File: src/rtl/doorbell_task_fifo_pkg.sv
// rtl/doorbell_task_fifo_pkg.sv - shared doorbell task width and field layout
package doorbell_task_fifo_pkg;

    localparam int DOORBELL_TASK_WIDTH = 128;

    // Optional field view; the FIFO itself treats tasks as opaque bits.
    typedef struct packed {
        logic [63:0] addr;
        logic [31:0] value;
        logic [15:0] queue_id;
        logic [15:0] flags;
    } doorbell_task_t;

endpackage

File: src/rtl/doorbell_task_fifo_mem.sv
// rtl/doorbell_task_fifo_mem.sv - register array, one write port, one async read port
module fifo_mem #(
    parameter int DEPTH = 16,
    parameter int WIDTH = 128,
    parameter int AW    = $clog2(DEPTH)
) (
    input  logic             pcie_clk,
    input  logic             we,
    input  logic [AW-1:0]    waddr,
    input  logic [WIDTH-1:0] wdata,
    input  logic [AW-1:0]    raddr,
    output logic [WIDTH-1:0] rdata
);

    logic [WIDTH-1:0] mem [DEPTH];

    always_ff @(posedge pcie_clk) begin
        if (we) begin
            mem[waddr] <= wdata;
        end
    end

    assign rdata = mem[raddr];

endmodule

File: src/rtl/doorbell_task_fifo.sv
// rtl/doorbell_task_fifo.sv - FWFT doorbell task FIFO with occupancy and sticky error status
module doorbell_task_fifo
    import doorbell_task_fifo_pkg::*;
#(
    parameter int DEPTH     = 16,
    parameter int WIDTH     = DOORBELL_TASK_WIDTH,
    parameter int AF_THRESH = DEPTH - 2
) (
    input  logic                     pcie_clk,
    input  logic                     rst_n,
    input  logic                     clr,
    input  logic                     doorbell_task_q_enq_en,
    input  logic [WIDTH-1:0]         doorbell_task_q_data,
    output logic                     doorbell_task_q_full,
    output logic                     almost_full,
    input  logic                     deq_en,
    output logic [WIDTH-1:0]         deq_data,
    output logic                     empty,
    output logic [$clog2(DEPTH):0]   count,
    output logic [$clog2(DEPTH):0]   high_water,
    output logic                     err_overflow,
    output logic                     err_underflow
);

    localparam int AW = $clog2(DEPTH);
    localparam int CW = AW + 1;
    localparam logic [CW-1:0] FULL_CNT = CW'(DEPTH);
    localparam logic [CW-1:0] AF_CNT   = CW'(AF_THRESH);

    logic [AW-1:0] wp_q;
    logic [AW-1:0] rp_q;
    logic [CW-1:0] count_q;
    logic [CW-1:0] count_nxt;
    logic [CW-1:0] hw_q;
    logic          ovf_q;
    logic          udf_q;
    logic          full_w;
    logic          empty_w;
    logic          enq_ok;
    logic          deq_ok;

    // Full/empty come only from the registered count: no same-cycle bypass.
    assign full_w  = (count_q == FULL_CNT);
    assign empty_w = (count_q == '0);
    assign enq_ok  = doorbell_task_q_enq_en && !full_w;
    assign deq_ok  = deq_en && !empty_w;

    always_comb begin
        count_nxt = count_q;
        if (enq_ok && !deq_ok) begin
            count_nxt = count_q + CW'(1);
        end else if (deq_ok && !enq_ok) begin
            count_nxt = count_q - CW'(1);
        end
    end

    always_ff @(posedge pcie_clk or negedge rst_n) begin
        if (!rst_n) begin
            wp_q    <= '0;
            rp_q    <= '0;
            count_q <= '0;
            hw_q    <= '0;
            ovf_q   <= 1'b0;
            udf_q   <= 1'b0;
        end else if (clr) begin
            wp_q    <= '0;
            rp_q    <= '0;
            count_q <= '0;
            hw_q    <= '0;
            ovf_q   <= 1'b0;
            udf_q   <= 1'b0;
        end else begin
            if (enq_ok) begin
                wp_q <= wp_q + AW'(1);
            end
            if (deq_ok) begin
                rp_q <= rp_q + AW'(1);
            end
            count_q <= count_nxt;
            if (count_nxt > hw_q) begin
                hw_q <= count_nxt;
            end
            if (doorbell_task_q_enq_en && full_w) begin
                ovf_q <= 1'b1;
            end
            if (deq_en && empty_w) begin
                udf_q <= 1'b1;
            end
        end
    end

    // clr also gates the write so a flushed cycle leaves the array untouched.
    fifo_mem #(
        .DEPTH (DEPTH),
        .WIDTH (WIDTH),
        .AW    (AW)
    ) u_mem (
        .pcie_clk (pcie_clk),
        .we       (enq_ok && !clr),
        .waddr    (wp_q),
        .wdata    (doorbell_task_q_data),
        .raddr    (rp_q),
        .rdata    (deq_data)
    );

    assign doorbell_task_q_full = full_w;
    assign almost_full          = (count_q >= AF_CNT);
    assign empty                = empty_w;
    assign count                = count_q;
    assign high_water           = hw_q;
    assign err_overflow         = ovf_q;
    assign err_underflow        = udf_q;

endmodule

File: config.mk
export PLATFORM = sky130hd
export DESIGN_NAME = doorbell_task_fifo
export DESIGN_NICKNAME = d
export VERILOG_FILES = /design/src/rtl/doorbell_task_fifo_pkg.sv /design/src/rtl/doorbell_task_fifo_mem.sv /design/src/rtl/doorbell_task_fifo.sv
export SDC_FILE = /design/constraint.sdc
export NUM_CORES = 1
export LEC_CHECK = 0
export CAP_MARGIN = 20
export CORE_AREA = 2 2 362 364
export DETAILED_ROUTE_END_ITERATION = 10
export DIE_AREA = 0 0 364 366
export PLACE_DENSITY = 0.87
export SLEW_MARGIN = 20
export SYNTH_ARGS = -nofsm -noshare
export SYNTH_HDL_FRONTEND = slang
export SYNTH_SLANG_ARGS = --single-unit
export TNS_END_PERCENT = 50
File: constraint.sdc
create_clock -name pcie_clk -period 11.95 [get_ports pcie_clk]
set_input_delay 2.9875 -clock pcie_clk [delete_from_list [all_inputs] [get_ports pcie_clk]]
set_output_delay 2.9875 -clock pcie_clk [all_outputs]
set_load 0.03 [all_outputs]
# == After elaboration in Yosys (flattened, before gate mapping) ==
# Memories as Yosys holds them, arrays and structs flattened.
# Index checks and enable logic that the tools add are counted.
# totals
latch_bits,0
output_inout_bits,143
in_bits,133
ff_bits,20
ramBits,2048
memories,1
mem_bits_ro,0
wordCells,47
# op_classes
n_lt_le_gt_ge,2
bitwise,0
add_sub_neg,4
shifts,0
div,0
n_mux,15
n_mul,0
n_eq_ne,1
reduce_logical,18
# memory_table
name,depth,width,read_ports,rd_ports_with_merged_regs,wr,line,rtl
u_mem.mem,16,128,1,0,1,doorbell_task_fifo_mem.sv:15,logic [WIDTH-1:0] mem [DEPTH];
# op_table
cell,n
5-bit two-way mux,5
4-bit two-way mux,4
2-bit nonzero test,5
"4-bit by 1-bit adder with 4-bit output, second input constant",2
1-bit logical AND,7
1-bit two-way mux,6
"5-bit by 1-bit adder with 5-bit output, second input constant",1
"5-bit == test, second input constant",1
"5-bit by 4-bit greater-or-equal comparator with 1-bit output, second input constant",1
5-bit greater-than comparator,1
1-bit logical NOT,5
5-bit logical NOT,1
"5-bit by 1-bit subtractor with 5-bit output, second input constant",1

# == Logic depth before layout (Yosys ltp) ==
# Gate-level depths: netlist (run 1).
# depth
depth_word,10
ltp_mapped,13
mapped_depth_nobuf,12

# == Modules after synthesis ==
# From an unflattened synthesis (run 1), not the netlist that was laid out.
# unflattened
cells_unflattened,3343
hier_area_um2,78033.6
# modules_own_cells
mod,instances,area_per_inst_um2,cells_each,seq_area_each_um2
fifo_mem,1,76882.5,3229,61499.0
doorbell_task_fifo,1,1151.1,114,500.5

# == Worst setup path before layout (run 1) ==
# No wires, ideal clock.
# synth_path
kind,input to register
startpoint,in clr
endpoint,mem u_mem.mem[0][0] (enable)
stages,4
path_slack_ns,-1.085
n_path_buf,1
arrival_time_ns,12.262
setup_time_ns,0.772
required_ns,11.178
cell_sequence,buf_4 > nor3_1 > nand2_1 > nor3_1
# synth_between
elab_chain_cells,4
# synth_lines
item,line,rtl
"start, declared",doorbell_task_fifo.sv:11,"input logic clr,"
1-bit logical NOT,doorbell_task_fifo.sv:99,".we (enq_ok && !clr),"
1-bit logical AND,doorbell_task_fifo.sv:99,
1-bit two-way mux,doorbell_task_fifo_mem.sv:18,if (we) begin
1-bit two-way mux (not written as such),doorbell_task_fifo_mem.sv:19,mem[waddr] <= wdata;
"end, declared",doorbell_task_fifo_mem.sv:15,
# Every way passes these cells.

# == Final worst setup path (run 1) ==
# layout_path
startpoint,reg rp_q[0]
endpoint,out deq_data[35]
# layout_between
elab_chain_cells,1
# layout_lines
item,line,rtl
"start, declared",doorbell_task_fifo.sv:31,logic [AW-1:0] rp_q;
"start signal, assigned",doorbell_task_fifo.sv:77,rp_q <= rp_q + AW'(1);
memory read 16 x 128 bit,-,
"end, declared",doorbell_task_fifo.sv:17,"output logic [WIDTH-1:0] deq_data,"
# Every way passes these cells.

==> results.toml, run 1 <==
[synthesis]
yosys-top-cells-count = "edfxtp_1 (2048), mux4_2 (579), clkbuf_1 (79)"
syn_inst = 3177
ys_ff_latch = 2068
yosysUniqueCellTypes = 40
synth-async-reset-ratio_pct = 0.967
synth_area_um2 = 78300
yosysMostFrequentCell = "edfxtp_1"
synthesis.nets = 3323
syn_area_per_cell_um2 = 24.7
synth_ff_type = "edfxtp_1"
ys_seq_area_share_pct = 79.2
synth_area_leader_cell = "edfxtp_1"
ys_warn_count = 0
synth_edf_count = 2048
synthTopCellsByArea = "edfxtp_1 (79%), mux4_2 (17%), mux2i_1 (0.79%)"
synth_top_area_share_pct = 78.5

[worst_setup_path]
worstPathArrival_ns = 5.04
cp-start-kind = "register"
cp_data_required_time_ns = 8.96
rr_startpoint = "count[0]$_DFF_PN0_"
path_class = "register to output pin"
startpoint = "rp_q[0]$_DFFE_PN0P_"
crit_fanout = 87
endpoint_kind = "output pin"

[power]
ir_drop_uv = 194
cellPowerDensity_nw_per_um2 = 183
p_leak_nw = 26.8

[timing]
relSlewSlack_pct = 17.6
max_freq_ghz = 0.125
min_period_ns = 8.03
holdWs_ns = 0.510
setup_viol = 0
post-route-period-util_pct = 67.2
slew_viol_final = 0
tns_ns = 0
hold_viol_final = 0
setup_slack_ns = 3.92
clock_skew_ns = 0.0346
max_slew.worst_pin.slew_ns = 1.24
rsz0062_at_grt = "no"

[placed_design]
dp_hpwl_um = 89400
dp.cells = 5095
place.gp.congestion = 0.756
dp_worst_setup_slack_ns = 4.71
numPortBuffers = 275

[clock_tree]
post_cts_buffers = 0
insertion_delay_ns = 0.84
cts_resized = 0
htree_levels = 4
clkTransAtPathRegs_ns = 0.06
cts_buffers = 191
clock-sinks = 2068
cts_tree = "built"
cts-root-buf = "clkbuf_16"
cts_buffer_depth = 3
ctsHoldBuffers = 0

[grt]
grt_pass1_vias = 38400
grt_max_degree = 159
antenna_found_initial = 36
grt_util_all_layers_pct = 28.8
grt_overflow = 0
grt_pass1_wl_um = 272000

[die]
rows = 132
fp.coreArea_um2 = 129000
start_util_pct = 60.7
die_area_um2 = 133000
die_x_um = 364
io_pins = 276
die_y_um = 366

[worst_hold_path]
min_from = "err_overflow$_DFFE_PN0P_"
hp-class = "register to register"

[detailed_routing]
vias_per_cell = 6.82
antenna_left = 0
drt_iter0_markers = 4952
drt_wl_total_um = 189000
drt_pre_antenna_iters = 5
wl_per_cell_um = 34.6
drc = 0
via_count = 37200

[run]
max_cap_viol_count = 0

[layout]
fin_cells = 5448
utilization_pct = 69.2
drive_gt1_share_pct = 25.0
area_growth_pct = 14.0
fin_nets = 3692

[outcome]
status = "finished, final reports clean"
[cell usage in the layout (no fill, tap or decap), types with 3 or more instances in the layout]
cell             netlist  layout
a211oi_1              61      61
a21oi_1               64      64
a22o_1                 3       3
buf_12                 0      11
buf_4                  5      58
bufinv_16              0      11
clkbuf_1              79      48
clkbuf_16              0     193
clkdlybuf4s50_1        0     274
clkinv_1               0      44
clkinv_16              0       4
clkinv_2               0      24
clkinvlp_4             0       4
dfrtp_1               20      16
dfrtp_4                0       4
diode_2                0      13
edfxtp_1            2048    2048
ha_1                  13      13
inv_1                 12      12
inv_16                 0       5
inv_6                  0       5
mux2i_1               62      62
mux4_2               579     579
nand2_1               10      10
nand2b_1               4       4
nor2_1                27      15
nor2_4                 0      12
nor2b_1               65      65
nor3_1                 7       3
xnor2_1                6       6
xor2_1                 4       4
[worst paths after layout]
| kind | end | slack, ns | cells past startpoint |
|---|---|---|---|
| min reg2reg | err_overflow$_DFFE_PN0P_ | 0.51 | 2 |
| max | deq_data[35] | 3.92 | 5 |
| min | err_overflow$_DFFE_PN0P_ | 0.51 | 2 |
| max in group asynchronous | rp_q[3]$_DFFE_PN0P_ | 9.45 | 1 |
| max reg2reg | u_mem.mem[13][98]$_DFFE_PP_ | 7.34 | 8 |
| min in group asynchronous | count[0]$_DFF_PN0_ | 2.11 | 1 |
[worst max-delay path, stage by stage (launching register included)]
cell and delay [ns]:
dfrtp_4 1.01, buf_12 0.62, buf_4 0.67, mux4_2 0.62
mux4_2 0.54, clkdlybuf4s50_1 0.63
[layout make-up]
cell class | instances | area (µm²)
sequential | 2068 | 62000
fill | 7094 | 39700
multi-input combinational | 929 | 15600
clock buffer | 241 | 5010
timing repair buffer | 344 | 3400
tap | 1742 | 2180
clock inverter | 99 | 937
inverter | 12 | 45.0
antenna | 13 | 32.5
[registers in the layout (all words and copies together) (netlist names)]
name and cells:
count 5, err_overflow 1, err_underflow 1, high_water 5, rp_q 4, u_mem.mem 2048
wp_q 4
[layer usage]
| layer | GRT usage, % | vias up | wire length (µm) |
|---|---|---|---|
| met4 | 11.3 | 42 | 6900 |
| met3 | 7.39 | 448 | 19400 |
| met5 | 0 | - | 284 |
| li1 | - | 14400 | - |
| met2 | 46.6 | 2569 | 96000 |
| met1 | 38.1 | 19700 | 66000 |
[power by group]
group	internal (mW)	switching (mW)
Sequential	8.04	0.0675
Clock	3.22	2.67
Combinational	1.12	1.23
[kinds of logic (layout without fill, tap and decap cells)]
logic type	count (synthesis)	in the layout	share of synthesized area, %
flip-flops	2068	2068	79.2
multiplexers	641	641	17.4
buffers and inverters	180	696	1.01
AO/OA/AOI/OAI	142	142	1.19
AND/OR/NAND/NOR	123	123	0.877
adder cells (fa/ha/maj)	13	13	0.208
XOR/XNOR	10	10	0.112
other	0	13	0
[through the flow]
step	total power [mW]	area (µm²)
floorplan	9.84	78300
global placement	10.5	83300
detailed placement	10.6	83300
CTS	16.5	89200
global route	16.8	89300
finish	16.3	89300
Power figures use the tool's default switching activity.
==> run 2, diff against run 1 <==
==> constraint.sdc (replaced) <==
create_clock -name pcie_clk -period 8.2 [get_ports pcie_clk]
set_input_delay 2.05 -clock pcie_clk [delete_from_list [all_inputs] [get_ports pcie_clk]]
set_output_delay 2.05 -clock pcie_clk [all_outputs]
set_load 0.03 [all_outputs]
==> run 2 against run 1 <==
Net effect: power grew 48%; via count is essentially flat; critical path depth shrank 1; worst setup slack lost 2.3 ns; largest cell class unchanged.
==> results.toml, run 2 (synthesized netlist as in run 1, its figures left out) <==
[clock_tree]
cts_buffers = 192
htree_levels = 4
post_cts_buffers = 0
cts_resized = 0
clock-sinks = 2068
ctsHoldBuffers = 0
cts_buffer_depth = 3
cts_tree = "built"
insertion_delay_ns = 0.84
cts-root-buf = "clkbuf_16"
clkTransAtPathRegs_ns = 0.06

[worst_hold_path]
min_from = "err_overflow$_DFFE_PN0P_"
hp-class = "register to register"
hold_path_end = "err_overflow$_DFFE_PN0P_"
hold_depth = 2

[grt]
grt_pass1_wl_um = 273000
antenna_found_initial = 21
grt_pass1_vias = 38600
grt_max_degree = 144
grt_overflow = 0
grt_util_all_layers_pct = 28.9

[die]
start_util_pct = 60.7
die_area_um2 = 133000
die_x_um = 364
fp.coreArea_um2 = 129000
die_y_um = 366
io_pins = 276
rows = 132

[detailed_routing]
drt_pre_antenna_iters = 5
vias_per_cell = 6.81
via_count = 37200
wl_met2_um = 95900
top_layer = "met5"
antenna_left = 0
wl_met1_um = 68700
met3_length_um = 17500
drc = 0
drt_iter0_markers = 5076
drt_wl_total_um = 188000
wl_per_cell_um = 34.5

[layout]
finalInstanceArea_um2 = 89800
mostFrequentLayoutCell = "edfxtp_1"
largest_register = "u_mem.mem"
area_growth_pct = 14.6
final_cell_mix = "edfxtp_1 (2048), mux4_2 (579), clkdlybuf4s50_1 (275)"
fin_nets = 3689
largest_reg_flops = 2048
final.fill_count = 7099
drive_gt1_share_pct = 25.4

[timing]
max_slew.worst_pin.slew_ns = 1.19
setup_slack_ns = 1.65
clock_skew_ns = 0.0272
min_period_ns = 6.55
slew_viol_final = 0
post-route-period-util_pct = 79.9
setup_viol = 0
rsz0062_at_grt = "no"
max_freq_ghz = 0.153
relSlewSlack_pct = 20.8
hold_viol_final = 0

[worst_setup_path]
endpoint_kind = "output pin"
rrSetupSlack_ns = 4.31
path_class = "register to output pin"
cp-start-kind = "register"
rr_startpoint = "count[1]$_DFF_PN0_"
worstPathArrival_ns = 4.50
rr_endpoint = "u_mem.mem[1][43]$_DFFE_PP_"
reg2regPathDepth = 8
crit_fanout = 40
cp_data_required_time_ns = 6.15

[power]
switchingPower_mw = 5.79
cellPowerDensity_nw_per_um2 = 269
ir_drop_uv = 253
swShare_pct = 24.0
pwr-share-seq_pct = 48.9
p_int_mw = 18.4
clockPowerShare_pct = 36.8
combPwrFrac_pct = 14.3
p_leak_nw = 27.0

[run]
max_cap_viol_count = 0

[placed_design]
place.gp.congestion = 0.756
postPlaceCellArea_um2 = 83500
numPortBuffers = 275
dp_worst_setup_slack_ns = 2.48
dp_hpwl_um = 85900

[outcome]
status = "finished, final reports clean"
## run 2: cell types whose count changed in the layout (fill, tap and decap cells not counted), moves of 2 or more
cell / before / now
clkinv_8: 1 / 4
bufinv_16: 11 / 20
buf_4: 58 / 35
inv_16: 5 / 3
clkinv_4: 0 / 7
clkinvlp_4: 4 / 2
buf_12: 11 / 30
clkinv_1: 44 / 32
clkbuf_1: 48 / 51
clkinv_2: 24 / 29
## run 2: how the worst max path moves through the flow
stage	cells past startpoint	slack, ns	endpoint	startpoint
after floorplan	4	-3.90	u_mem.mem[1][0]$_DFFE_PP_	clr
after global placement	6	2.51	deq_data[2]	rp_q[0]$_DFFE_PN0P_
after detailed placement	6	2.48	u_mem.mem[1][26]$_DFFE_PP_	clr
after CTS	4	1.52	deq_data[25]	rp_q[0]$_DFFE_PN0P_
after global routing	6	1.36	deq_data[2]	rp_q[0]$_DFFE_PN0P_
final	4	1.65	deq_data[25]	rp_q[0]$_DFFE_PN0P_
## run 2: routing by layer
layer,track usage [%],vias to the layer above
li1,-,14500
met3,5.92,380
met4,10.2,18
met5,0,-
met1,39.6,19800
met2,46.9,2522
## run 2: worst max-delay path, cell delays in order (launching register included)
cell	delay [ns]
dfrtp_4	0.97
buf_4	0.78
mux4_2	0.64
mux4_2	0.58
clkdlybuf4s50_1	0.64
## run 2: area by class of cell
type                       count  area, µm²  area share (%)
clock inverter               107       1220            1.36
antenna                       12       30.0          0.0334
inverter                      12       45.0          0.0502
tap                         1742       2180            2.43
multi-input combinational    929      15600            17.4
timing repair buffer         340       3620            4.03
clock buffer                 244       5020            5.59
sequential                  2068      62000            69.1
## run 2: power groups by stage
stage          combinational, mW  sequential [mW]  clock [mW]
6_report                    3.45             11.8        8.89
5_1_grt                     3.66             11.8        9.35
4_1_cts                     3.49             11.8        8.98
3_5_place_dp                3.41             12.0           0
3_3_place_gp                3.33             12.0           0
2_1_floorplan               2.33             12.0           0
## run 2: through the flow
step	util, %	hold WS (ns)	instances	total power [mW]	setup TNS (ns)
finish	69.6	0.493	5454	24.1	0
CTS	69.6	0.500	5442	24.3	0
detailed placement	64.7	0.485	5091	15.4	0
global placement	64.7	0.481	5091	15.3	0
global route	69.6	0.516	5450	24.8	0
floorplan	-	0.558	3177	14.3	-1443.15
